===== config.mk =====
export PLATFORM = sky130hd
export DESIGN_NAME = ram_loader
export DESIGN_NICKNAME = d
export VERILOG_FILES = /design/src/rtl/ram_loader.sv
export SDC_FILE = /design/constraint.sdc
export NUM_CORES = 1
export LEC_CHECK = 0
export CAP_MARGIN = 0
export CORE_UTILIZATION = 40
export CTS_CLUSTER_SIZE = 10
export DETAILED_ROUTE_END_ITERATION = 8
export HOLD_SLACK_MARGIN = 0.02
export PLACE_DENSITY = 0.78
export SLEW_MARGIN = 20
export SYNTH_ARGS = -nofsm -noshare
export SYNTH_HDL_FRONTEND = slang
export SYNTH_SLANG_ARGS = --single-unit

===== constraint.sdc =====
create_clock -name clk -period 2.75 [get_ports clk]
set_input_delay 0.55 -clock clk [delete_from_list [all_inputs] [get_ports clk]]
set_output_delay 0.55 -clock clk [all_outputs]
set_load 0.05 [all_outputs]

===== src/rtl/ram_loader.sv =====
// ram_loader: streams bytes into the bus RAM at addresses 0..last_addr,
// optionally reading each one back, while holding the CPU off the bus.
module ram_loader #(
    parameter int ADDR_W = 4,
    parameter int DATA_W = 8,
    parameter bit VERIFY = 1'b1
) (
    input  logic              clk,
    input  logic              clr_n,
    input  logic              start,
    input  logic [ADDR_W-1:0] last_addr,
    input  logic [DATA_W-1:0] in_data,
    input  logic              in_valid,
    output logic              in_ready,
    output logic [DATA_W-1:0] bus_out,
    output logic              bus_oe,
    input  logic [DATA_W-1:0] bus_in,
    output logic              mar_load,
    output logic              ram_load,
    output logic              ram_out,
    output logic              busy,
    output logic              done,
    output logic              error,
    output logic [ADDR_W-1:0] err_addr
);
    typedef enum logic [2:0] {S_IDLE, S_WAIT, S_ADDR, S_WRITE, S_VERIFY} state_t;
    state_t            state_q, state_d;
    logic [ADDR_W-1:0] addr_q, addr_d, last_q, last_d, err_addr_q, err_addr_d;
    logic [DATA_W-1:0] data_q, data_d;
    logic              done_q, done_d, error_q, error_d;
    always_comb begin
        state_d    = state_q;
        addr_d     = addr_q;
        last_d     = last_q;
        data_d     = data_q;
        done_d     = done_q;
        error_d    = error_q;
        err_addr_d = err_addr_q;
        case (state_q)
            S_IDLE: if (start) begin
                state_d    = S_WAIT;
                addr_d     = '0;
                last_d     = last_addr;
                done_d     = 1'b0;
                error_d    = 1'b0;
                err_addr_d = '0;
            end
            S_WAIT: if (in_valid) begin
                data_d  = in_data;
                state_d = S_ADDR;
            end
            S_ADDR: state_d = S_WRITE;
            S_WRITE, S_VERIFY: begin
                // the next-address decision is folded into the WRITE/VERIFY exit edge
                if (state_q == S_WRITE && VERIFY) begin
                    state_d = S_VERIFY;
                end else if (state_q == S_VERIFY && bus_in != data_q) begin
                    state_d    = S_IDLE;
                    error_d    = 1'b1;
                    err_addr_d = addr_q;
                end else if (addr_q == last_q) begin
                    state_d = S_IDLE;
                    done_d  = 1'b1;
                end else begin
                    state_d = S_WAIT;
                    addr_d  = addr_q + ADDR_W'(1);
                end
            end
            default: state_d = S_IDLE;
        endcase
    end
    always_ff @(posedge clk) begin
        if (!clr_n) begin
            state_q    <= S_IDLE;
            addr_q     <= '0;
            last_q     <= '0;
            data_q     <= '0;
            done_q     <= 1'b0;
            error_q    <= 1'b0;
            err_addr_q <= '0;
        end else begin
            state_q    <= state_d;
            addr_q     <= addr_d;
            last_q     <= last_d;
            data_q     <= data_d;
            done_q     <= done_d;
            error_q    <= error_d;
            err_addr_q <= err_addr_d;
        end
    end
    assign in_ready = state_q == S_WAIT;
    assign busy     = state_q != S_IDLE;
    assign mar_load = state_q == S_ADDR;
    assign ram_load = state_q == S_WRITE;
    assign ram_out  = state_q == S_VERIFY;
    assign bus_oe   = mar_load || ram_load;
    assign bus_out  = mar_load ? DATA_W'(addr_q) : ram_load ? data_q : '0;
    assign done     = done_q;
    assign error    = error_q;
    assign err_addr = err_addr_q;
endmodule


==> flow_summary.toml, run 1 <==
[placed_design]
gp_congestion = 0.790
portBuffers = 43
placed_cell_area_mm2 = 0.00177
place_hpwl_mm = 2.27

[finish]
nets = 210
layout_commonest_cell = "clkdlybuf4s50_1"
stdcell_area_mm2 = 0.00181
area_growth_pct = 35.4
mostFrequentLayoutCells = "38 x clkdlybuf4s50_1, 24 x dfxtp_1, 20 x mux2i_1, 14 x nor2b_1, 11 x and3_1"
drive_above_1_share_pct = 5.98
num_antenna_cells = 0

[drt]
wl_mm = 2.95
dr.first_iter.drc_count = 19
first_pass_iters = 4
drtAntennaViolNets = 0
viasPerCell = 4.91
wl_per_cell_um = 12.9
route.detailed.drc = 0
vias = 1120

[floorplan]
die-area_mm2 = 0.00358
initial_utilization_pct = 43.1
placeableCoreArea_mm2 = 0.00310
io_pins = 44
die_width_um = 59.8
core.rowCount = 20
dieHeight_um = 59.8

[clocking]
clock_sinks = 25
cts.path.max_buffers = 2
cts_root_buffer = "clkbuf_4"
cts_made_buffers = 3
clk_pin_slew_ns = 0.14
cts_tree = "done"
h-tree-depth = 1
hold_buffers = 0
clock_latency_ns = 0.31
post_cts_buffers = 0

[critical_path]
r2r_cells = 5
worstPathArrival_ns = 2.05
crit_type = "reg2out"
worstReg2RegStart = "data_q[2]"
crit_path_end_kind = "output port"
crit_required_ns = 2.20
startpoint_type = "register"
cp_max_fo = 7
max_stage_delay_ns = 0.83
rrSetupSlack_ns = 1.06
r2r-end = "addr_q[0]"
critPathLaunch = "state_q[1]"
critPathSlowestCell = "clkdlybuf4s50_1"
crit_chain = "nand2_1 > inv_1 > clkdlybuf4s50_1"

[logic_synthesis]
yosysUniqueCellTypes = 29
synth.top_cells.by_area = "dfxtp_1 37%, mux2i_1 15%, nor2b_1 6.6%"
synthesis.area_mm2 = 0.00134
syn_area_per_cell_um2 = 9.22
synth_top_area_cell = "dfxtp_1"
ys_seq_area_share_pct = 37.5
syn_nets = 170
synth_top_area_share_pct = 37.5
yosysWarnings = 0
synth-seq-cells = 25
syn_inst = 145

[global_routing]
overflow = 0
grt_antenna_before_repair = 0
grt_use_total_pct = 17.8
grt_max_degree = 30
grt_pass1_vias = 1087
grt_pass1_wl_mm = 4.84

[timing]
slew_headroom_pct = 43.8
max_slew.worst_pin.slew_ns = 0.841
final_max_slew_viol_count = 0
hold_viol = 0
min_period_over_period_pct = 94.4
setup_tns_ns = 0
finClkSkew_ns = 0.00791
rsz0062_at_grt = "no"
fmaxAchievable_mhz = 385
finalSetupViolations = 0
period_minus_slack_ns = 2.60

[worst_hold_path]
whs_endpoint = "error"
hold_path_depth = 2
hold_class = "reg2reg"
worstHoldStart = "error"

[power_and_ir_drop]
peakVddDrop_mv = 0.213
power.density_mw_per_mm2 = 416
leakagePower_nw = 0.794

[status]
status = "finished clean"

[flow_run]
max_cap_violations = 0
[power breakdown]
group	internal, mW	switching, mW
Clock	0.0543	0.106
Combinational	0.0933	0.0963
Sequential	0.378	0.0241
[worst max-delay path: cells and delay by family, from the launching register on]
kind | cells | cell delay, ns
AND/OR/NAND/NOR | 1 | 0.20
flip-flops | 1 | 0.52
buffers and inverters | 2 | 1.02
[layout make-up]
type | instances | area (µm²)
Clock buffer | 3 | 22.5
Sequential cell | 25 | 502
Timing Repair Buffer | 43 | 443
Tap cell | 44 | 55.1
Clock inverter | 1 | 5.00
Multi-Input combinational cell | 105 | 756
Fill cell | 279 | 1290
Inverter | 7 | 26.3
[cells in the mapped netlist]
cell type and n:
dfxtp_1 25, mux2i_1 20, nor2b_1 14, and3_1 11
nor2_1 9, xnor2_1 8, nand2_1 7, inv_1 6
nand3_1 6, o21a_1 5, clkbuf_1 4, nand4_1 4
xor2_1 4, buf_6 3, a21boi_0 2, and2_1 2
nand3b_1 2, o21ai_0 2, a32oi_1 1, buf_2 1
ha_1 1, inv_2 1, nand3_2 1, nor2_2 1
nor3_1 1, nor3_4 1, nor4_2 1, o21ai_2 1
o311ai_0 1
[worst max path at each step]
| stage | to | slack [ns] | depth (start not counted) |
|---|---|---|---|
| 2_1_floorplan | bus_out[4] | 0.65 | 4 |
| 3_3_place_gp | bus_out[7] | 0.44 | 5 |
| 3_5_place_dp | bus_out[5] | 0.37 | 5 |
| 4_1_cts | bus_out[5] | 0.01 | 5 |
| 5_1_grt | bus_oe | 0.01 | 4 |
| 6_report | bus_oe | 0.15 | 3 |
[repair_timing]
action	CTS	global route
setup endpoints to repair	0	11
gates resized for setup	0	6
hold endpoints to repair	0	0
[state kept, by name, summed over array words and instances (netlist names)]
register,count
data_q,8
addr_q,4
err_addr,4
last_q,4
state_q,3
done,1
error,1
[routing by layer]
metal | wire (µm) | global-route usage, % | vias to the layer above
met2 | 1370 | 29.0 | 25
met4 | 38 | 5.98 | 0
met3 | 103 | 2.16 | 4
li1 | - | - | 573
met5 | 0 | 0 | -
met1 | 1440 | 24.2 | 518
[cells by family after synthesis]
family	after synthesis	synth area share (%)
AOI/OAI and AO/OA	12	6.65
xor gates and xnor gates	12	7.87
adders and majority gates	1	0.936
buffers and inverters	15	5.99
DFF	25	37.5
muxes	20	15.0
and+or+nand+nor	60	26.1
[metrics by stage]
stage	instances	hold WS [ns]	utilization (%)	setup WS (ns)	power, mW
floorplan	145	0.486	-	0.647	0.538
global placement	224	0.457	57.0	0.436	0.595
detailed placement	224	0.481	57.0	0.370	0.600
CTS	228	0.499	57.9	0.0141	0.756
global route	228	0.528	58.3	0.0142	0.795
finish	228	0.490	58.3	0.153	0.753
(Power assumes the default switching activity.)
==> inputs of run 2 (changes only) <==
==> constraint.sdc (replaced) <==
create_clock -name clk -period 2.75 [get_ports clk]
set_input_delay 0.6875 -clock clk [delete_from_list [all_inputs] [get_ports clk]]
set_output_delay 0.6875 -clock clk [all_outputs]
set_load 0.05 [all_outputs]
==> run 2 against run 1 <==
  * Non-clock buffer count up 1
  * Clock power rose by 5%
  * Critical path depth grew 1
  * First-iteration DRC count grew 89%
  * Power grew 1.1%
  * Fmax grew 3.6%
  * Setup slack better by 0.091 ns
  * Die area stayed put
  * Core utilization is 0.93 points lower
  * Combinational power increased by 4%
  * Wire length grew 2.3%
  * Worst hold slack better by 0.0077 ns
  * Largest power group unchanged
==> flow_summary.toml, run 2 (synthesis results as in run 1) <==
[finish]
final_cells = 229
largest_register_ffs = 8
stdcell_area_mm2 = 0.00178
mostFrequentLayoutCells = "30 x clkdlybuf4s50_1, 25 x dfxtp_1, 20 x mux2i_1, 14 x nor2b_1"
layout_commonest_cell = "clkdlybuf4s50_1"
nets = 211
regMostFlops = "data_q"
drive_above_1_share_pct = 10.8
num_antenna_cells = 0
fin_util_pct = 57.4
area_growth_pct = 33.2

[clocking]
cts.repair.resized = 1
cts.path.max_buffers = 2
post_cts_buffers = 0
cts_root_buffer = "clkbuf_4"
cts_tree = "done"
hold_buffers = 0
clock_latency_ns = 0.32
cts_made_buffers = 3
clock_sinks = 25
clk_pin_slew_ns = 0.14
h-tree-depth = 1

[timing]
setup_ws_ns = 0.244
max_slew.worst_pin.slew_ns = 0.849
finClkSkew_ns = 0.00378
hold_ws_ns = 0.498
finalSetupViolations = 0
min_period_over_period_pct = 91.1
rsz0062_at_grt = "no"
final_max_slew_viol_count = 0
fmaxAchievable_mhz = 399
setup_tns_ns = 0
slew_headroom_pct = 43.2
period_minus_slack_ns = 2.51
hold_viol = 0

[drt]
viasPerCell = 4.97
dr.first_iter.drc_count = 36
wl_per_cell_um = 13.2
drtAntennaViolNets = 0
vias = 1139
wl_mm = 3.02
route.detailed.drc = 0
first_pass_iters = 4

[critical_path]
cp_max_fo = 7
worstReg2RegStart = "state_q[0]"
rrSetupSlack_ns = 1.04
crit_required_ns = 2.06
crit_type = "reg2out"
critPathLaunch = "state_q[2]"
startpoint_type = "register"
crit_path_end_kind = "output port"
worstPathArrival_ns = 1.82

[placed_design]
portBuffers = 43
gp_congestion = 0.795
place_hpwl_mm = 2.29
placed_cell_area_mm2 = 0.00175
place_ws_ns = 0.329
dp.cells = 225

[floorplan]
initial_utilization_pct = 43.1
placeableCoreArea_mm2 = 0.00310
core.rowCount = 20
die-area_mm2 = 0.00358
dieHeight_um = 59.8
die_width_um = 59.8
io_pins = 44

[power_and_ir_drop]
peakVddDrop_mv = 0.246
leakagePower_nw = 0.764
power.density_mw_per_mm2 = 428
finalPower_mw = 0.761

[global_routing]
grt_use_total_pct = 17.6
grt_pass1_vias = 1070
overflow = 0
grt_pass1_wl_mm = 4.76
grt_max_degree = 30
grt_antenna_before_repair = 0

[worst_hold_path]
worstHoldStart = "error"
hold_class = "reg2reg"

[flow_run]
max_cap_violations = 0

[status]
status = "finished clean"
run 2: critical path: stages, from the launching register on:
cell and delay [ns]:
dfxtp_1 0.35, inv_1 0.19, nand2_1 0.21, inv_1 0.20
dlygate4sd2_1 0.55
run 2: power breakdown:
part / switching (mW) / total (mW) / internal [mW]
clock: 0.112 / 0.169 / 0.0568
combinational: 0.105 / 0.198 / 0.0936
sequential: 0.0159 / 0.394 / 0.378
total: 0.233 / 0.761 / 0.528
run 2: routing by layer:
| metal | track usage (%) | routed length [µm] | vias to the layer above | part of all wire (%) |
|---|---|---|---|---|
| met2 | 29.5 | 1460 | 27 | 49 |
| met4 | 7.64 | 48 | 0 | 1.6 |
| met5 | 0 | 0 | - | 0 |
| met1 | 23.0 | 1420 | 532 | 47 |
| met3 | 1.52 | 88 | 6 | 2.9 |
| li1 | - | - | 574 | - |
run 2: layout make-up:
cell class | count | area (µm²)
inverters | 7 | 26.3
repair buffers | 44 | 417
flip-flops and latches | 25 | 500
well taps | 44 | 55.1
fillers | 315 | 1320
clock buffers | 4 | 26.3
multi-input cells | 105 | 756
run 2: worst paths after layout:
path              depth (start not counted)         to
hold / removal                            2      error
setup reg to reg                          5  data_q[1]
setup / recovery                          4     bus_oe
hold reg to reg                           2      error
